--- config.mk ---
export PLATFORM = sky130hd
export DESIGN_NAME = seq_det_ctrl
export DESIGN_NICKNAME = d
export VERILOG_FILES = /design/src/rtl/seq_det_ctrl.sv
export SDC_FILE = /design/constraint.sdc
export NUM_CORES = 1
export LEC_CHECK = 0
export CELL_PAD_IN_SITES_DETAIL_PLACEMENT = 0
export CELL_PAD_IN_SITES_GLOBAL_PLACEMENT = 1
export CORE_MARGIN = 4
export CORE_UTILIZATION = 35
export DETAILED_ROUTE_END_ITERATION = 10
export PLACE_DENSITY = 0.69
export REMOVE_ABC_BUFFERS = 1
export SETUP_SLACK_MARGIN = 0.3
export SYNTH_ARGS = -nofsm -noshare
export SYNTH_HDL_FRONTEND = slang
export SYNTH_SLANG_ARGS = --single-unit
--- constraint.sdc ---
create_clock -name clk -period 2.63 [get_ports clk]
set_clock_uncertainty 0.1 [all_clocks]
set_input_delay 0.263 -clock clk [delete_from_list [all_inputs] [get_ports clk]]
set_output_delay 0.263 -clock clk [all_outputs]
set_load 0.02 [all_outputs]
--- src/rtl/seq_det_ctrl.sv ---
// seq_det_ctrl: frame controller for a serial sequence detector.
// Accepts parallel words over valid/ready, clears the detector at frame
// start, shifts words MSB-first onto det_x and counts det_z pulses over the
// frame, reporting the count at frame end.
// Build option: define SEQ_DET_CTRL_SAT_EN to saturate the match counter
// instead of letting it wrap.
//
// state    | meaning
// ---------+-----------------------------------------------------------
// S_IDLE   | waiting for the first word of a frame, in_ready high
// S_CLR    | one-cycle det_rst pulse, accumulator cleared, frame opened
// S_SHIFT  | serialising the current word MSB-first onto det_x
// S_GAP    | producer stalled mid-frame, feeding 0 bits, underrun high
// S_DRAIN  | DET_LAT zero bits so the last z pulses can arrive
// S_REPORT | match_cnt updated, cnt_valid high, frame closed
module seq_det_ctrl #(
  parameter int DATA_W  = 8,
  parameter int CNT_W   = 8,
  parameter int DET_LAT = 1
) (
  input  logic              clk,
  input  logic              reset,
  input  logic              in_valid,
  input  logic [DATA_W-1:0] in_data,
  input  logic              in_last,
  output logic              in_ready,
  output logic              det_x,
  output logic              det_rst,
  input  logic              det_z,
  output logic [CNT_W-1:0]  match_cnt,
  output logic              cnt_valid,
  output logic              underrun,
  output logic              busy
);

  localparam int BIT_W = (DATA_W > 1) ? $clog2(DATA_W) : 1;
  localparam int DRN_W = (DET_LAT > 1) ? $clog2(DET_LAT) : 1;

  typedef enum logic [2:0] {
    S_IDLE,
    S_CLR,
    S_SHIFT,
    S_GAP,
    S_DRAIN,
    S_REPORT
  } state_t;

  state_t             state, state_nxt;
  logic [DATA_W-1:0]  sreg, sreg_nxt;
  logic [BIT_W-1:0]   bitcnt, bitcnt_nxt;
  logic               last_q, last_nxt;
  logic [DRN_W-1:0]   drncnt, drncnt_nxt;
  logic [CNT_W-1:0]   acc, acc_nxt, acc_inc;
  logic               frame_open, frame_open_nxt;
  logic               ready_raw;
  logic               count_en;

  // in_ready is forced low while the reset is held
  assign in_ready = ready_raw & reset;
  assign busy     = (state != S_IDLE);

  // z is only meaningful while bits of an open frame are on the detector
  assign count_en = frame_open && det_z &&
                    ((state == S_SHIFT) || (state == S_GAP) || (state == S_DRAIN));

  // accumulator increment, wrapping or saturating depending on the build
  always_comb begin
`ifdef SEQ_DET_CTRL_SAT_EN
    acc_inc = (&acc) ? acc : acc + CNT_W'(1);
`else
    acc_inc = acc + CNT_W'(1);
`endif
  end

  // next-state and combinational outputs
  always_comb begin
    state_nxt      = state;
    sreg_nxt       = sreg;
    bitcnt_nxt     = bitcnt;
    last_nxt       = last_q;
    drncnt_nxt     = drncnt;
    frame_open_nxt = frame_open;
    acc_nxt        = acc;
    ready_raw      = 1'b0;
    det_rst        = 1'b0;
    underrun       = 1'b0;
    case (state)
      S_IDLE: begin
        ready_raw = 1'b1;
        if (in_valid) begin
          sreg_nxt   = in_data;
          last_nxt   = in_last;
          bitcnt_nxt = BIT_W'(DATA_W - 1);
          state_nxt  = S_CLR;
        end
      end
      S_CLR: begin
        det_rst        = 1'b1;
        acc_nxt        = '0;
        frame_open_nxt = 1'b1;
        state_nxt      = S_SHIFT;
      end
      S_SHIFT: begin
        ready_raw = (bitcnt == '0) && !last_q;
        if (bitcnt != '0) begin
          sreg_nxt   = sreg << 1;
          bitcnt_nxt = bitcnt - 1'b1;
        end else if (last_q) begin
          drncnt_nxt = DRN_W'(DET_LAT - 1);
          state_nxt  = S_DRAIN;
        end else if (in_valid) begin
          sreg_nxt   = in_data;
          last_nxt   = in_last;
          bitcnt_nxt = BIT_W'(DATA_W - 1);
        end else begin
          state_nxt = S_GAP;
        end
      end
      S_GAP: begin
        underrun  = 1'b1;
        ready_raw = 1'b1;
        if (in_valid) begin
          sreg_nxt   = in_data;
          last_nxt   = in_last;
          bitcnt_nxt = BIT_W'(DATA_W - 1);
          state_nxt  = S_SHIFT;
        end
      end
      S_DRAIN: begin
        if (drncnt == '0) begin
          state_nxt = S_REPORT;
        end else begin
          drncnt_nxt = drncnt - 1'b1;
        end
      end
      S_REPORT: begin
        frame_open_nxt = 1'b0;
        state_nxt      = S_IDLE;
      end
      default: begin
        state_nxt = S_IDLE;
      end
    endcase
    if (count_en) begin
      acc_nxt = acc_inc;
    end
  end

  // state, datapath and registered outputs
  always_ff @(posedge clk or negedge reset) begin
    if (!reset) begin
      state      <= S_IDLE;
      sreg       <= '0;
      bitcnt     <= '0;
      last_q     <= 1'b0;
      drncnt     <= '0;
      acc        <= '0;
      frame_open <= 1'b0;
      det_x      <= 1'b0;
      match_cnt  <= '0;
      cnt_valid  <= 1'b0;
    end else begin
      state      <= state_nxt;
      sreg       <= sreg_nxt;
      bitcnt     <= bitcnt_nxt;
      last_q     <= last_nxt;
      drncnt     <= drncnt_nxt;
      acc        <= acc_nxt;
      frame_open <= frame_open_nxt;
      // det_x presents the bit belonging to the state being entered
      det_x      <= (state_nxt == S_SHIFT) ? sreg_nxt[DATA_W-1] : 1'b0;
      // acc_nxt already holds a z sampled in the final DRAIN cycle
      cnt_valid  <= (state_nxt == S_REPORT);
      if (state_nxt == S_REPORT) begin
        match_cnt <= acc_nxt;
      end
    end
  end

endmodule

Word level (Yosys, flattened, before mapping) --
Cells that the tools add are included.
Word-level totals: input bits 13, bits in registers 35, output and inout bits 14
Cells by class: equality and inequality tests 11, reduce and logical (&&, ||, !) cells 17, bitwise gates (word level) 1, add/sub/neg operators 3, multiplexer cells 31
Operator list (count):
- $mux W8 | 5
- $mux W3 | 9
- $pmux W8 S2 | 1
- $pmux W3 S5 | 1
- $mux W1 | 10
- $eq A3 B2 Y1 const B | 3
- $eq A3 B3 Y1 const B | 3
- $add A8 B1 Y8 const B | 1
- $pmux W1 S2 | 4
- $logic_not A3 Y1 | 2
- $pmux W3 S2 | 1
- $reduce_and A3 Y1 | 2
- $reduce_bool A2 Y1 | 3
- $reduce_bool A3 Y1 | 2
- $ne A2 B2 Y1 const B | 2
- $eq A3 B1 Y1 const B | 1
- $logic_and A1 B1 Y1 | 3
- $ne A3 B2 Y1 const B | 1
- $sub A3 B1 Y3 const B | 1
- $logic_or A1 B1 Y1 | 2
- $ne A2 B1 Y1 const B | 1
- $reduce_and A2 Y1 | 1
- $reduce_or A2 Y1 | 1
- $and A1 B1 Y1 | 1
- 2 further kinds | 2

Logic depth before layout (Yosys ltp) --
Gate-level depths: netlist of the first run.
word-level depth 6, gate-level depth with buffers 6, gate-level depth less buffers 6

Worst setup path before layout of the first run --
OpenSTA, ideal clock, no wires.
kind register to output, from register bitcnt[0], to output in_ready, setup slack 694 ps, data required time 2267 ps, buffers on the path 0, arrival time 1573 ps, stages on the path, launching flop included 6, cell sequence dfrtp_1 inv_1 ha_1 nor3b_1 o21ai_0 nor3b_1
Between the ends: word-level cells in the longest chain between the ends 4
RTL lines:
- from (decl) | RTL line 50 | logic [BIT_W-1:0] bitcnt, bitcnt_nxt;
- from (signal assigned) | RTL line 165 | bitcnt <= bitcnt_nxt;
- $logic_not A3 Y1 | RTL line 104 | ready_raw = (bitcnt == '0) && !last_q;
- $logic_and A1 B1 Y1 | RTL line 104
- $pmux W1 S2 | RTL line 87 | case (state)
- $and A1 B1 Y1 | RTL line 59 | assign in_ready = ready_raw & reset;
- to (decl) | RTL line 26 | output logic in_ready,
Every way passes these cells.

Final worst setup path of the first run --
from register state[2], to output busy
Between the ends: word-level cells in the longest chain between the ends 1
RTL lines:
- from (decl) | RTL line 48 | state_t state, state_nxt;
- from (signal assigned) | RTL line 163 | state <= state_nxt;
- $reduce_bool A3 Y1 | RTL line 60 | assign busy = (state != S_IDLE);
- to (decl) | RTL line 33 | output logic busy
Every way passes these cells.

==> Implementation_results.wiki, run 1 <==
{| class="wikitable"
! Metric !! Value
|-
| Reg power frac || 40.4%
|-
| Total half-perimeter wirelength after legalization and detailed placement || 2660 microns
|-
| Time the final worst path needs with I/O delays and setup || 2230 ps
|-
| Netlist area before placement || 1800 sq um
|-
| # fillers || 467
|-
| Seq/Total Area, Yosys || 47.3%
|-
| Internal power of the cells || 1.39 mW
|-
| Worst hold-check path type || input port to asynchronous set/reset pin
|-
| Total core area || 4850 sq um
|-
| GP Congestion || 0.789
|-
| # Max-Cap Violations || 0
|-
| Setup TNS Final || 0 ps
|-
| Number of clock sinks || 34
|-
| Crit path max-delay family || buffers and inverters
|-
| Chip Width || 79.7 microns
|-
| Worst-case clock buffer depth || 2
|-
| Overall global routing resource usage || 12.5%
|-
| Total placed cells including tap cells || 267
|-
| Initial core utilization || 37.1%
|-
| Warnings, synthesis || 0
|-
| I/O pin cnt || 27
|-
| Final clock period utilization by the worst path || 84.9%
|-
| Overall routed net length || 3670 microns
|-
| Residual DRC count || 0
|-
| Worst path max stage delay || 550 ps
|-
| Final-layout worst hold slack || 338 ps
|-
| Endpoint arrival time on the critical path || 1870 ps
|-
| Layout-stage area growth over the synthesis result || 28.1%
|-
| Post-CTS Hold Buffers || 0
|-
| Worst path cell trace || buf_4 > or3_1 > clkdlybuf4s50_1
|-
| Setup repair after global routing missed its margin || no
|-
| Total number of H-tree levels || 2
|-
| Number of standard cells after synthesis || 180
|-
| Synthesized area per cell || 10.0 sq um
|-
| Number of antenna repair diodes || 0
|-
| Count of cell types in the netlist || 42
|-
| Highest fanout seen on the critical path || 10
|-
| Highest attainable clock frequency || 448 MHz
|-
| Worst-case vdd ir drop || 0.352 mV
|-
| Die outline area || 6360 sq um
|-
| Global-route wire length before repair || 6200 microns
|-
| Clock latency of the later-clocked register in the worst-skew pair || 290 ps
|-
| Antenna violations before repair || 0
|-
| Final critical-path setup slack || 397 ps
|-
| Pre-CTS setup slack || 281 ps
|-
| Number of port buffers || 26
|-
| Total via count in the routed design || 1,377
|-
| Clock network fraction of total power || 29.1%
|-
| Root buffer cell || clkbuf_8
|-
| Relative contribution of combinational cells to total power || 30.5%
|-
| Y dimension of the die || 79.7 microns
|-
| Detailed router's first-iteration violation count || 39
|-
| Switching Fraction || 32.1%
|-
| Transition at the pin with the smallest max-transition slack || 636 ps
|-
| Finish-stage setup viols || 0
|-
| Remaining antenna violation count || 0
|-
| Startpoint type of the worst setup path || flop
|-
| Setup CP Type || flop to primary output
|-
| Number of detailed-route iterations in the first pass || 4
|-
| Switching power of the nets || 656 uW
|-
| TritonCTS clock tree || yes
|-
| Row count || 25
|-
| Wire length per cell || 13.1 microns
|-
| Remaining global-route overflow || 0
|-
| Run status || completed
|-
| Routed vias/inst || 4.90
|-
| Final instance count without filler cells || 281
|-
| Number of synthesized register bits || 34
|-
| Crit end category || primary output
|-
| Largest net degree at the start of global routing || 35
|-
| Number of endpoints with negative hold slack in the final report || 0
|-
| Leakage power of the design || 1.06 nW
|-
| Final layout net count || 229
|-
| Proportion of layout cells with a drive suffix above 1 || 12.6%
|-
| Cell Pwr Density || 886 nW/um^2
|-
| Required time of the critical path || 2270 ps
|-
| Max Transition Viols Final || 0
|-
| Crit path max-delay cell type || clkdlybuf4s50_1
|-
| Relative max-transition margin || 57.6%
|-
| CTS buffer count || 5
|-
| Vias in the first global route || 1,327
|-
| Clock transition at path regs || 80 ps
|-
| Power consumption || 2.04 mW
|-
| Number of buffer and inverter instances along the worst setup path || 2
|}
## final cells by class
type	instances	area, sq um	area share [%]
clock buffers	6	82.6	3.58
clock inverters	2	60.1	2.60
inverters	6	22.5	0.976
multi-input cells	130	876	38.0
flip-flops and latches	34	852	36.9
well taps	67	83.8	3.63
repair buffers	36	330	14.3
## cell usage in the layout, fill, tap and decap left out, types with 2 or more instances in the layout
cell type	synthesis	layout
a21boi_0	2	2
nor2_1	9	9
ha_1	3	3
nor2b_1	3	3
a22o_1	6	6
a21o_1	7	7
nand3b_1	3	3
a21oi_1	5	5
o21ai_1	3	3
mux2i_1	9	9
o21ai_0	6	6
a211oi_1	2	2
nand3_1	5	5
inv_1	6	6
xnor2_1	5	5
nand4_1	2	2
a211oi_2	2	2
nor4_1	2	2
nand2_1	25	25
clkbuf_8	0	6
bufinv_16	0	2
clkdlybuf4s50_1	0	25
o211ai_1	4	4
or3b_1	2	2
nor3_1	2	2
dfrtp_1	34	33
buf_4	1	10
nand2b_1	7	7
## flip-flops by register name, indices dropped and copies added (netlist names)
| signal | count |
|---|---|
| acc | 8 |
| bitcnt | 3 |
| cnt_valid | 1 |
| det_x | 1 |
| frame_open | 1 |
| last_q | 1 |
| match_cnt | 8 |
| sreg | 8 |
| state | 3 |
## power by group through the flow
stage / combinational [mW] / clock (mW) / sequential, mW
floorplan: 0.424 / 0 / 0.822
global placement: 0.590 / 0 / 0.829
detailed placement: 0.611 / 0 / 0.836
CTS: 0.610 / 0.611 / 0.830
global route: 0.693 / 0.639 / 0.852
finish: 0.623 / 0.595 / 0.827
## worst paths after layout
check	slack (ps)	startpoint	end	cells after the start
max in group asynchronous	1760	reset	state[0]$_DFF_PN0_	2
min reg2reg	380	sreg[5]$_DFFE_PN0P_	sreg[5]$_DFFE_PN0P_	1
max	400	state[2]$_DFF_PN0_	busy	3
min	340	reset	match_cnt[3]$_DFFE_PN0N_	2
max reg2reg	510	state[0]$_DFF_PN0_	match_cnt[7]$_DFFE_PN0N_	4
min in group clk	380	sreg[5]$_DFFE_PN0P_	sreg[5]$_DFFE_PN0P_	1
## synth_stat cells (all sizes together)
| cell type | n | area (sq um) |
|---|---|---|
| nand3b | 3 | 22.5 |
| a211o | 1 | 8.76 |
| nor4 | 2 | 12.5 |
| a22o | 6 | 52.6 |
| and2 | 1 | 6.26 |
| nor3b | 2 | 15.0 |
| nand2b | 7 | 43.8 |
| or3 | 1 | 6.26 |
| dfrtp | 34 | 851 |
| a21o | 7 | 52.6 |
| or3b | 2 | 17.5 |
| nand2 | 25 | 93.8 |
| a211oi | 4 | 40.0 |
| buf | 3 | 30.0 |
| a31oi | 1 | 6.26 |
| inv | 6 | 22.5 |
| a2111oi | 1 | 27.5 |
| ha | 3 | 37.5 |
| xnor2 | 5 | 43.8 |
| clkbuf | 7 | 26.3 |
| a21boi | 2 | 15.0 |
| a311oi | 1 | 8.76 |
| o211ai | 4 | 30.0 |
| nor3 | 3 | 20.0 |
| nor2b | 3 | 18.8 |
| xor2 | 1 | 8.76 |
| nand4 | 2 | 12.5 |
| o211a | 1 | 10.0 |
| mux2 | 1 | 11.3 |
| nand3 | 5 | 25.0 |
| a21oi | 6 | 33.8 |
| o21ai | 9 | 45.0 |
| nor2 | 9 | 33.8 |
| mux2i | 9 | 90.1 |
| a22oi | 1 | 7.51 |
| o31ai | 1 | 7.51 |
| o22ai | 1 | 6.26 |
## logic make-up (layout without fill, tap and decap cells)
group	Yosys count	count (layout)	share of synthesized area [%]
and+or+nand+nor	65	65	18.2
buffers and inverters	16	50	4.38
adders and majority gates	3	3	2.09
DFF	34	34	47.3
AOI/OAI and AO/OA	46	46	19.5
xor gates and xnor gates	6	6	2.92
muxes	10	10	5.63
## routing by layer
metal | global-route usage [%] | routed length, microns | vias up | share of wire, %
met1 | 17.1 | 1780 | 648 | 49
met4 | 3.61 | 12 | 0 | 0.33
met3 | 4.06 | 172 | 2 | 4.7
li1 | - | - | 705 | -
met5 | 0 | 0 | - | 0
met2 | 18.8 | 1710 | 22 | 46
## through the flow
| stage | instance area (sq um) | utilization, % |
|---|---|---|
| after global placement | 2120 | 43.7 |
| after detailed placement | 2120 | 43.7 |
| after CTS | 2270 | 46.7 |
| after floorplan | 1740 | - |
| after global routing | 2310 | 47.6 |
| final | 2310 | 47.6 |
## what timing repair did
action	in CTS	in global routing
endpoints found under the setup margin	2	2
gates cloned	0	0
buffers inserted	0	6
resized for setup	3	3
pin swaps	0	0
(Power assumes the default switching activity.)
==> inputs of run 2 (changes only) <==
clock period = 2.3 ns   (was 2.63 ns; I/O delays follow)
==> run 2 against run 1 <==
Cell count is 1.1% higher. Via count grew 4.1%. Wire length increased by 4.5%. Worst setup slack lost 43 ps. Flip-flop and latch count unchanged. Critical endpoint is now in_ready.
==> Implementation_results.wiki, run 2 (same netlist as run 1, synthesis figures left out) <==
{| class="wikitable"
! Metric !! Value
|-
| Antenna violations before repair || 0
|-
| Total half-perimeter wirelength after legalization and detailed placement || 2760 microns
|-
| Top library cells by usage in the layout, fill and taps aside || 32 x dfrtp_1, 25 x nand2_1, 22 x clkdlybuf4s50_1, 13 x buf_4
|-
| Switching Fraction || 35.4%
|-
| Relative max-transition margin || 70.2%
|-
| Highest attainable clock frequency || 514 MHz
|-
| Y dimension of the die || 79.7 microns
|-
| Remaining antenna violation count || 0
|-
| Setup TNS Final || 0 ps
|-
| # Max-Cap Violations || 0
|-
| Wl on met1 || 1840 microns
|-
| Layout-stage area growth over the synthesis result || 26.8%
|-
| Crit end category || primary output
|-
| Leakage power of the design || 1.06 nW
|-
| Number of detailed-route iterations in the first pass || 4
|-
| Leading cell type in the layout, fill and taps excluded || dfrtp_1
|-
| Routed vias/inst || 5.05
|-
| Clock network fraction of total power || 21.6%
|-
| Vias in the first global route || 1,462
|-
| Total core area || 4850 sq um
|-
| Detailed router's first-iteration violation count || 94
|-
| Registers with the most flip-flops || acc (8), match_cnt (8), sreg (8)
|-
| Worst reg2reg path endpoint || sreg[2]$_DFFE_PN0P_
|-
| Source of the worst register-to-register timing path || bitcnt[0]$_DFFE_PN0P_
|-
| Cell Pwr Density || 944 nW/um^2
|-
| Slack of the worst reg-to-reg path || 410 ps
|-
| Largest net degree at the start of global routing || 35
|-
| Design area || 2280 sq um
|-
| Number of antenna repair diodes || 0
|-
| Worst-case clock buffer depth || 2
|-
| Overall routed net length || 3840 microns
|-
| Sum of met3 wire segment lengths after detailed routing || 148 microns
|-
| Initial core utilization || 37.1%
|-
| Max Transition Viols Final || 0
|-
| Worst hold-check path type || input port to asynchronous set/reset pin
|-
| Setup repair after global routing missed its margin || yes
|-
| Overall global routing resource usage || 13.5%
|-
| Number of endpoints with negative hold slack in the final report || 0
|-
| Clock transition at path regs || 70 ps
|-
| Number of cells traversed by the worst register-to-register path || 8
|-
| Required time of the critical path || 1970 ps
|-
| Proportion of layout cells with a drive suffix above 1 || 14.7%
|-
| Root buffer cell || clkbuf_8
|-
| Final core utilization || 47.1%
|-
| Startpoint type of the worst setup path || flop
|-
| Highest fanout seen on the critical path || 2
|-
| Worst path cell trace || inv_1 > ha_1 > nor3b_2 > o21ai_0 > nor3b_1 > buf_2
|-
| Global-route wire length before repair || 6670 microns
|-
| Die outline area || 6360 sq um
|-
| Final layout net count || 232
|-
| Number of port buffers || 26
|-
| Reg power frac || 43.3%
|-
| Chip Width || 79.7 microns
|-
| Endpoint arrival time on the critical path || 1620 ps
|-
| Worst-case vdd ir drop || 0.428 mV
|-
| Transition at the pin with the smallest max-transition slack || 447 ps
|-
| Row count || 25
|-
| Met2 wire length || 1790 microns
|-
| Switching power of the nets || 762 uW
|-
| Number of clock sinks || 34
|-
| Internal power of the cells || 1.39 mW
|-
| Residual DRC count || 0
|-
| Relative contribution of combinational cells to total power || 35.1%
|-
| TritonCTS clock tree || yes
|-
| Finish-stage setup viols || 0
|-
| Setup CP Type || flop to primary output
|-
| Post-DP Area || 2190 sq um
|-
| Total number of H-tree levels || 2
|-
| Remaining global-route overflow || 0
|-
| CTS buffer count || 5
|-
| Wire length per cell || 13.5 microns
|-
| Run status || completed
|-
| Post-CTS Hold Buffers || 0
|-
| Final clock period utilization by the worst path || 84.6%
|-
| Worst path max stage delay || 390 ps
|-
| Highest Signal Layer || met4
|-
| Total via count in the routed design || 1,433
|-
| # fillers || 475
|-
| Clock latency of the later-clocked register in the worst-skew pair || 290 ps
|-
| Crit path max-delay cell type || dfrtp_1
|-
| Time the final worst path needs with I/O delays and setup || 1950 ps
|-
| I/O pin cnt || 27
|-
| GP Congestion || 0.800
|}
[run 2: cell count changes in the layout (fill, tap and decap cells not counted), sizes merged]
cell	before	now
bufinv	2	0
clkbuf	7	6
clkinv	0	1
clkdlybuf4s50	25	22
clkinvlp	0	1
buf	10	14
dlygate4sd2	0	3
[run 2: timing repair]
item                       4_1_cts  5_1_grt
setup endpoints to repair        6       10
buffers inserted                 0        0
gates cloned                     0        0
resized for setup                6        6
[run 2: how the worst max path moves through the flow]
stage / from / end / slack [ps]
finish: bitcnt[0]$_DFFE_PN0P_ / in_ready / 350
global route: bitcnt[0]$_DFFE_PN0P_ / in_ready / 180
CTS: bitcnt[0]$_DFFE_PN0P_ / in_ready / 120
detailed placement: bitcnt[0]$_DFFE_PN0P_ / in_ready / 150
global placement: bitcnt[0]$_DFFE_PN0P_ / in_ready / 220
floorplan: state[2]$_DFF_PN0_ / match_cnt[7]$_DFFE_PN0N_ / 210
[run 2: area by class of cell]
class                   count  area [sq um]  share of cell area [%]
inverters                   6          22.5                   0.987
multi-input cells         130           878                    38.5
repair buffers             39           349                    15.3
well taps                  67          83.8                    3.67
flip-flops and latches     34           853                    37.4
clock inverters             2          12.5                   0.548
clock buffers               6          82.6                    3.62
[run 2: critical path, delay by kind of cell (launching register included)]
family | cells | cell delay [ps]
flip-flops | 1 | 390
buffers and inverters | 2 | 270
AND/OR/NAND/NOR | 2 | 380
adder cells (fa/ha/maj) | 1 | 180
AO/OA/AOI/OAI | 1 | 110
[run 2: power by group through the flow]
stage	clock network (mW)	registers [mW]	logic (mW)
floorplan	0	0.940	0.485
finish	0.466	0.933	0.755
detailed placement	0	0.939	0.768
CTS	0.484	0.930	0.765
global placement	0	0.933	0.747
global route	0.503	0.962	0.862
[run 2: per-stage QoR]
stage          hold WS, ps  power (mW)  std cells  setup WS, ps
2_1_floorplan         -166        1.42        170           210
3_3_place_gp           362        1.68        276           216
3_5_place_dp           371        1.71        276           154
4_1_cts                338        2.18        284           117
5_1_grt                381        2.33        284           176
6_report               306        2.15        284           354
[run 2: layer usage]
layer	vias to the layer above	GRT usage, %
li1	706	-
met1	695	17.7
met2	26	21.1
met3	6	2.82
met4	0	6.19
met5	-	0
==> inputs of run 3 (changes only) <==
PLACE_DENSITY = 0.72   (was 0.69)
clock period = 1.7 ns   (was 2.3 ns; I/O delays follow)
==> run 3 against run 2 <==
The flow now finishes with violations (setup timing). Flip-flop and latch count did not move. Wire length increased by 18%. Total power is 74% higher. Hold slack lost 46 ps. Clock-buffer cell count stayed put. Critical path depth stayed put. Non-clock buffer count up 34. Via count grew 11%. First-iteration DRC count decreased by 13%. Critical path type unchanged. Highest routed layer unchanged.
==> Implementation_results.wiki, run 3 (same netlist as run 1, synthesis figures left out) <==
{| class="wikitable"
! Metric !! Value
|-
| Finish-stage setup viols || 9
|-
| Remaining antenna violation count || 0
|-
| Vias in the first global route || 1,666
|-
| Setup repair after global routing missed its margin || yes
|-
| Run status || complete, but fails checks
|-
| Layout-stage area growth over the synthesis result || 58.0%
|-
| Endpoint arrival time on the critical path || 1530 ps
|-
| Final clock period utilization by the worst path || 106%
|-
| Antenna violations before repair || 0
|-
| Design area || 2840 sq um
|-
| Initial core utilization || 37.1%
|-
| # Max-Cap Violations || 0
|-
| Wire length per cell || 14.3 microns
|-
| Setup TNS Final || -292 ps
|-
| Clock transition at path regs || 80 ps
|-
| Setup CP Type || flop to primary output
|-
| Source of the worst register-to-register timing path || state[2]$_DFF_PN0_
|-
| Max Transition Viols Final || 0
|-
| Final instance count without filler cells || 318
|-
| Highest fanout seen on the critical path || 2
|-
| Startpoint type of the worst setup path || flop
|-
| Leading cell type in the layout, fill and taps excluded || dfrtp_1
|-
| Number of port buffers || 26
|-
| Post-DP Area || 2250 sq um
|-
| Relative max-transition margin || 70.8%
|-
| Number of cells traversed by the worst register-to-register path || 4
|-
| Die outline area || 6360 sq um
|-
| Y dimension of the die || 79.7 microns
|-
| CTS buffer count || 5
|-
| Detailed router's first-iteration violation count || 82
|-
| Chip Width || 79.7 microns
|-
| Clock latency of the later-clocked register in the worst-skew pair || 290 ps
|-
| Final core utilization || 58.7%
|-
| Worst path max stage delay || 390 ps
|-
| Number of endpoints with negative hold slack in the final report || 0
|-
| Remaining global-route overflow || 0
|-
| Crit path max-delay cell type || dfrtp_1
|-
| Global-route wire length before repair || 8000 microns
|-
| # fillers || 401
|-
| Total half-perimeter wirelength after legalization and detailed placement || 3010 microns
|-
| Total placed cells including tap cells || 284
|-
| Total core area || 4850 sq um
|-
| Cell Pwr Density || 1320 nW/um^2
|-
| Worst-case clock buffer depth || 2
|-
| Number of antenna repair diodes || 0
|-
| Top library cells by usage in the layout, fill and taps aside || 33 x dfrtp_1, 29 x buf_4, 18 x buf_6, 17 x nand2_1, 12 x clkdlybuf4s50_1
|-
| Crit end category || primary output
|-
| Root buffer cell || clkbuf_8
|-
| TritonCTS clock tree || yes
|-
| Proportion of layout cells with a drive suffix above 1 || 41.0%
|-
| Time the final worst path needs with I/O delays and setup || 1800 ps
|-
| Overall global routing resource usage || 16.2%
|-
| Largest net degree at the start of global routing || 35
|-
| Total via count in the routed design || 1,588
|-
| Violations in the final reports || setup timing
|-
| Post-CTS Hold Buffers || 0
|-
| Pre-CTS setup slack || -433 ps
|-
| Row count || 25
|-
| Worst-case vdd ir drop || 0.691 mV
|-
| Transition at the pin with the smallest max-transition slack || 438 ps
|-
| Total number of H-tree levels || 2
|-
| Routed vias/inst || 4.99
|-
| Number of detailed-route iterations in the first pass || 4
|-
| Final-layout worst hold slack || 260 ps
|-
| Residual DRC count || 0
|-
| Final layout net count || 266
|-
| Worst hold-check path type || input port to asynchronous set/reset pin
|-
| Power consumption || 3.74 mW
|-
| Required time of the critical path || 1430 ps
|-
| Overall routed net length || 4540 microns
|-
| Final critical-path setup slack || -104 ps
|-
| Registers with the most flip-flops || acc (8), match_cnt (8), sreg (8)
|-
| Number of clock sinks || 34
|-
| Slack of the worst reg-to-reg path || -60 ps
|-
| I/O pin cnt || 27
|-
| Leakage power of the design || 1.30 nW
|-
| Worst reg2reg path endpoint || match_cnt[7]$_DFFE_PN0N_
|-
| Worst path cell trace || inv_2 > ha_4 > nor3b_4 > o21ai_1 > nor3b_1 > buf_2
|-
| GP Congestion || 0.810
|-
| Highest attainable clock frequency || 554 MHz
|}
run 3: cell count changes in the layout (fill, tap and decap cells not counted), sizes merged:
cell / change
clkinv: -1
buf: +37
bufinv: +2
dlygate4sd2: +7
clkdlybuf4s50: -10
clkinvlp: -1
run 3: repair_timing:
item,4_1_cts,5_1_grt
pin swaps,34,6
setup endpoints to repair,46,38
gates resized for setup,90,19
setup buffers,18,8
run 3: report_power, final:
group	internal [mW]	switching [mW]	total, mW	leakage, nW
registers	1.05	0.224	1.27	0.403
clock network	0.626	0.304	0.929	0.0714
logic	0.826	0.714	1.54	0.821
run 3: cell type report:
type	instances	area (sq um)	share of cell area, %
Timing Repair Buffer	73	678	23.8
Sequential cell	34	852	30.0
Multi-Input combinational cell	130	1060	37.4
Clock buffer	6	82.6	2.90
Tap cell	67	83.8	2.95
Clock inverter	2	60.1	2.11
Inverter	6	22.5	0.792
run 3: worst max path at each step:
stage | end | depth (start not counted) | slack (ps) | startpoint
finish | in_ready | 6 | -100 | bitcnt[0]$_DFFE_PN0P_
global route | in_ready | 6 | -180 | bitcnt[0]$_DFFE_PN0P_
global placement | in_ready | 6 | -320 | bitcnt[0]$_DFFE_PN0P_
CTS | in_ready | 6 | -90 | bitcnt[0]$_DFFE_PN0P_
floorplan | match_cnt[7]$_DFFE_PN0N_ | 4 | -390 | state[2]$_DFF_PN0_
detailed placement | in_ready | 6 | -430 | bitcnt[1]$_DFFE_PN0P_
run 3: per-layer routing:
| layer | wire, microns | track usage [%] | part of all wire, % | vias to the layer above |
|---|---|---|---|---|
| met5 | 0 | 0 | 0 | - |
| met4 | 73 | 6.36 | 1.6 | 0 |
| met2 | 2300 | 27.6 | 51 | 35 |
| met3 | 201 | 3.84 | 4.4 | 9 |
| li1 | - | - | - | 778 |
| met1 | 1970 | 19.6 | 43 | 766 |
run 3: worst max-delay path, delay by kind of cell (launching register included):
family	cells	cell delay [ps]
fa+ha+maj	1	140
compound gates	1	90
simple gates	2	370
buf+inv	2	270
flops	1	390
